## src/rtl/multicycle_controller.sv

```systemverilog
// multicycle_controller: FETCH/DECODE/EXEC/MEM/WB/HALT control FSM with Moore output decode.
// Define CTRL_SINGLE_STEP_EN to add a step input that gates each instruction fetch.
module multicycle_controller (
    input  logic       clk,
    input  logic       Rst,
`ifdef CTRL_SINGLE_STEP_EN
    input  logic       step,
`endif
    input  logic [4:0] opcode,
    input  logic [1:0] ALUopcode,
    input  logic [2:0] PSW_NZC,
    output logic       Buff_MEMIns,
    output logic       MEMresource,
    output logic       WE_MEM,
    output logic       ALUorNot,
    output logic       LIorMOV,
    output logic       WBresource,
    output logic       RBresource,
    output logic       oprandB,
    output logic       LI,
    output logic       PCplus1orWB,
    output logic       WE_RF,
    output logic       Flag,
    output logic       ALUop,
    output logic       Buff_PSW,
    output logic       Branch,
    output logic [1:0] Jump,
    output logic       Buff_PC,
    output logic       done,
    output logic [2:0] state
);
    typedef enum logic [2:0] {
        FETCH  = 3'd0,
        DECODE = 3'd1,
        EXEC   = 3'd2,
        MEM    = 3'd3,
        WB     = 3'd4,
        HALT   = 3'd5
    } state_t;
    state_t     st;
    logic [4:0] op_q;
    logic [1:0] alu_q;
    logic       go;
`ifdef CTRL_SINGLE_STEP_EN
    assign go = step;
`else
    assign go = 1'b1;
`endif
    logic is_lli, is_lhi, is_ldri, is_ldrr, is_stri, is_strr, is_alu, is_jmp, is_bc, is_hlt;
    logic is_imm, is_ld, is_st, to_exec, taken;
    assign is_lli  = op_q == 5'b00001;
    assign is_lhi  = op_q == 5'b00010;
    assign is_ldri = op_q == 5'b00011;
    assign is_ldrr = op_q == 5'b00100;
    assign is_stri = op_q == 5'b00101;
    assign is_strr = op_q == 5'b00110;
    assign is_alu  = op_q == 5'b00111;
    assign is_jmp  = op_q == 5'b01001;
    assign is_bc   = op_q == 5'b01010;
    assign is_hlt  = op_q == 5'b11111;
    assign is_imm  = is_lli | is_lhi;
    assign is_ld   = is_ldri | is_ldrr;
    assign is_st   = is_stri | is_strr;
    assign to_exec = is_imm | is_ld | is_st | is_alu;
    // Condition codes: 00=Z, 01=!Z, 10=C, 11=N with flags packed {N,Z,C}
    assign taken   = alu_q[1] ? (alu_q[0] ? PSW_NZC[2] : PSW_NZC[0]) : (PSW_NZC[1] ^ alu_q[0]);
    assign state   = st;
    always_ff @(posedge clk or negedge Rst) begin
        if (!Rst) begin
            st    <= FETCH;
            op_q  <= '0;
            alu_q <= '0;
        end else begin
            case (st)
                FETCH: if (go) begin
                    st    <= DECODE;
                    op_q  <= opcode;
                    alu_q <= ALUopcode;
                end
                DECODE:  st <= is_hlt ? HALT : (to_exec ? EXEC : FETCH);
                EXEC:    st <= MEM;
                MEM:     st <= is_st ? FETCH : WB;
                WB:      st <= FETCH;
                HALT:    st <= HALT;
                default: st <= FETCH;
            endcase
        end
    end
    always_comb begin
        Buff_MEMIns = 1'b0;
        MEMresource = 1'b0;
        WE_MEM      = 1'b0;
        ALUorNot    = 1'b0;
        LIorMOV     = 1'b0;
        WBresource  = 1'b0;
        RBresource  = 1'b0;
        oprandB     = 1'b0;
        LI          = 1'b0;
        PCplus1orWB = 1'b0;
        WE_RF       = 1'b0;
        Flag        = 1'b0;
        ALUop       = 1'b0;
        Buff_PSW    = 1'b0;
        Branch      = 1'b0;
        Jump        = 2'b00;
        Buff_PC     = 1'b0;
        done        = 1'b0;
        case (st)
            FETCH: Buff_MEMIns = go;
            DECODE: begin
                RBresource = is_lhi;
                LI         = is_lhi;
                oprandB    = is_ldri | is_stri;
                Jump       = {1'b0, is_jmp};
                Branch     = is_bc & taken;
                Buff_PC    = !(is_hlt | to_exec);
            end
            EXEC: begin
                Flag     = is_alu & alu_q[0];
                ALUop    = is_alu & alu_q[1];
                Buff_PSW = is_alu;
            end
            MEM: begin
                ALUorNot    = is_imm;
                MEMresource = is_ld | is_st;
                WE_MEM      = is_st;
                Buff_PC     = is_st;
            end
            WB: begin
                WE_RF       = 1'b1;
                PCplus1orWB = 1'b1;
                Buff_PC     = 1'b1;
                WBresource  = is_ld;
            end
            HALT:    done = 1'b1;
            default: done = 1'b0;
        endcase
    end
endmodule

```

## config.mk

```make
export PLATFORM = sky130hd
export DESIGN_NAME = multicycle_controller
export DESIGN_NICKNAME = d
export VERILOG_FILES = /design/src/rtl/multicycle_controller.sv
export SDC_FILE = /design/constraint.sdc
export NUM_CORES = 1
export LEC_CHECK = 0
export CELL_PAD_IN_SITES_DETAIL_PLACEMENT = 1
export CELL_PAD_IN_SITES_GLOBAL_PLACEMENT = 1
export CORE_UTILIZATION = 30
export CTS_CLUSTER_SIZE = 30
export DETAILED_ROUTE_END_ITERATION = 10
export GPL_TIMING_DRIVEN = 0
export PLACE_DENSITY_LB_ADDON = 0.15
export SLEW_MARGIN = 20
export SYNTH_ARGS = -nofsm -noshare
export SYNTH_HDL_FRONTEND = slang
export SYNTH_SLANG_ARGS = --single-unit
```

## constraint.sdc

```tcl
create_clock -name clk -period 1.8 [get_ports clk]
set_clock_uncertainty 0.05 [all_clocks]
set_input_delay 0.36 -clock clk [delete_from_list [all_inputs] [get_ports clk]]
set_output_delay 0.36 -clock clk [all_outputs]
set_load 0.005 [all_outputs]
```

==> impl_metrics.env <==
export IMPL_hpwlAfterDp_um=1500
export IMPL_wirelength_um=2360
export IMPL_viasPerCell=4.91
export IMPL_violations="negative setup slack"
export IMPL_cts_buffer_depth=2
export IMPL_cts_buffers=3
export IMPL_rsz0062_at_grt="yes"
export IMPL_finalSetupViolCount=15
export IMPL_fmax_mhz=459
export IMPL_diodes=0
export IMPL_grt_usage=0.189
export IMPL_power_mw=2.31
export IMPL_synth_top_cell_by_area="dfrtp_1"
export IMPL_syn_avg_cell_area_um2=10.0
export IMPL_antenna_left=0
export IMPL_grt_pass1_vias=812
export IMPL_clk_latency_ns=0.27
export IMPL_start_util=0.331
export IMPL_synthFlopType="dfrtp_1"
export IMPL_fp_dieW_um=52.4
export IMPL_dr_total_vias=775
export IMPL_grt_pass1_wl_um=3650
export IMPL_r2r_start="state[0]"
export IMPL_post_route_min_period_ns=2.18
export IMPL_p_sw_mw=0.952
export IMPL_drtIter0Drc=5
export IMPL_cp_max_fo=6
export IMPL_power_leakage_nw=0.625
export IMPL_cp_slowest_cell="dfrtp_1"
export IMPL_cp_num_buf_inv=3
export IMPL_nets=144
export IMPL_maxCapViolations=0
export IMPL_layout_common_cells="buf_4, clkdlybuf4s50_1, buf_2"
export IMPL_coreArea_um2=2300
export IMPL_rr_endpoint="alu_q[0]"
export IMPL_critPathCaptureType="primary output"
export IMPL_setup_slack_ns=-0.378
export IMPL_wl_per_cell_um=14.9
export IMPL_hp_class="input port to asynchronous set/reset pin"
export IMPL_cp_start_kind="flop"
export IMPL_root_buffer="clkbuf_4"
export IMPL_port_buffers=31
export IMPL_grt_remaining_overflow=0
export IMPL_critical_path_top_delay_family="buffers and inverters"
export IMPL_grt_max_degree=11
export IMPL_reg2reg_slack_ns=0.15
export IMPL_status="finished with violations"
export IMPL_synth_seq_cells=10
export IMPL_async_reset_ff_frac=1.00
export IMPL_synth_cell_types=35
export IMPL_ir_drop_mv=0.968
export IMPL_nFillCells=276
export IMPL_min_period_over_period=1.21
export IMPL_dr_pass1_iters=3
export IMPL_num_rows=17
export IMPL_antenna_found_initial=0
export IMPL_pin_count=34
export IMPL_synth_area_top_cells="dfrtp_1, mux2_2, buf_6"
export IMPL_utilization=0.583
export IMPL_crit_start="state[1]"
export IMPL_area_delta_synth_final_pct=76.0
export IMPL_clock_power_share=0.065
export IMPL_powerDensity_nw_per_um2=1730
export IMPL_endpoint="Branch"
export IMPL_p_comb_frac=0.726
export IMPL_layout_cells_most_common="buf_4"
export IMPL_intPower_mw=1.36
export IMPL_critPathKind="flop to primary output"
export IMPL_die_area_um2=2740
export IMPL_cts_sinks=10
export IMPL_path_cells="buf_6 -> nor4b_4 -> nand3b_1 -> buf_4 -> a2111oi_4 -> buf_2"
export IMPL_cp_depth=6
export IMPL_cp_required_ns=1.39
export IMPL_pwr_share_seq=0.209
export IMPL_worst_r2r_cell_count=6
export IMPL_syn_inst=76
export IMPL_clk_pin_slew_ns=0.07
export IMPL_synth_warning_count=0
export IMPL_synth_edf_count=0
export IMPL_routabilityCongestion=0.735
export IMPL_drt_drc_violations_left=0
export IMPL_drive_gt1_frac=0.608
export IMPL_netlist_area_leader_share=0.329
export IMPL_switching_share=0.412
export IMPL_htree_levels=1
export IMPL_cts_tree="done"
export IMPL_die_h_um=52.4
export IMPL_max_stage_delay_ns=0.39
export IMPL_seq_area_frac_synth=0.329
export IMPL_finalHoldViolations=0
export IMPL_crit_arrival_ns=1.77
export IMPL_synth_area_um2=761
export IMPL_maxSlewViolCount=0
==> how the worst min path moves through the flow <==
stage,start,end,slack (ns),depth (start not counted)
global route,Rst,state[2],0.40,1
global placement,alu_q[1],alu_q[1],0.50,1
detailed placement,alu_q[1],alu_q[1],0.51,1
floorplan,Rst,alu_q[0],0.01,0
finish,Rst,state[1],0.36,1
CTS,Rst,state[2],0.36,1
==> cells in the mapped netlist, types with 3 or more instances <==
cell     instances
inv_1            3
buf_4            4
dfrtp_1         10
buf_2            3
buf_6            3
and2_1           3
nor2_1           3
nand2_1          3
mux2_2           7
nor3_1           5
==> layer usage <==
metal	vias up	GRT usage	wire, µm
li1	371	-	-
met1	379	0.208	941
met2	21	0.361	1320
met3	4	0.00870	64
met4	0	0.0921	34
met5	-	0	0
==> metrics by stage <==
stage / instance area [µm²] / setup WS, ns / instances / hold WS, ns / TNS [ns]
floorplan: 764 / 0.0445 / 77 / 0.0144 / 0
detailed placement: 1110 / -0.617 / 136 / 0.511 / -6.31
finish: 1340 / -0.378 / 158 / 0.357 / -3.73
global placement: 1110 / -0.549 / 136 / 0.503 / -5.84
CTS: 1290 / -0.392 / 154 / 0.362 / -3.37
global route: 1340 / -0.507 / 158 / 0.401 / -4.80
==> state kept, by name (all words and copies together) (netlist names) <==
| signal | count |
|---|---|
| op_q | 5 |
| alu_q | 2 |
| state | 3 |
==> power by group through the flow <==
stage          sequential, mW  combinational (mW)  clock (mW)
6_report                0.483                1.68       0.150
3_3_place_gp            0.445                1.17           0
5_1_grt                 0.504                1.79       0.163
3_5_place_dp            0.453                1.20           0
4_1_cts                 0.474                1.57       0.160
2_1_floorplan           0.427               0.817           0
==> kinds of logic after synthesis <==
kind of cell,synth area share
flip-flops,0.329
AND/OR/NAND/NOR,0.283
XOR/XNOR,0.0461
other,0.00493
multiplexers,0.117
AO/OA/AOI/OAI,0.102
buffers and inverters,0.118
==> cell type report <==
| class | instances | area, µm² | area share |
|---|---|---|---|
| buffer | 10 | 97.6 | 0.0729 |
| clock buffer | 3 | 22.5 | 0.0168 |
| inverter | 3 | 11.3 | 0.00841 |
| multi-input combinational | 54 | 527 | 0.393 |
| sequential | 10 | 253 | 0.189 |
| tap | 28 | 35.0 | 0.0262 |
| timing repair buffer | 50 | 393 | 0.293 |
==> repair_timing <==
item / CTS / global route
hold buffers: 0 / 0
cloned: 0 / 0
buffers inserted: 16 / 5
resized for setup: 96 / 4
endpoints found under the setup margin: 17 / 16
pin swaps: 15 / 9
Power figures use the tool's default switching activity.
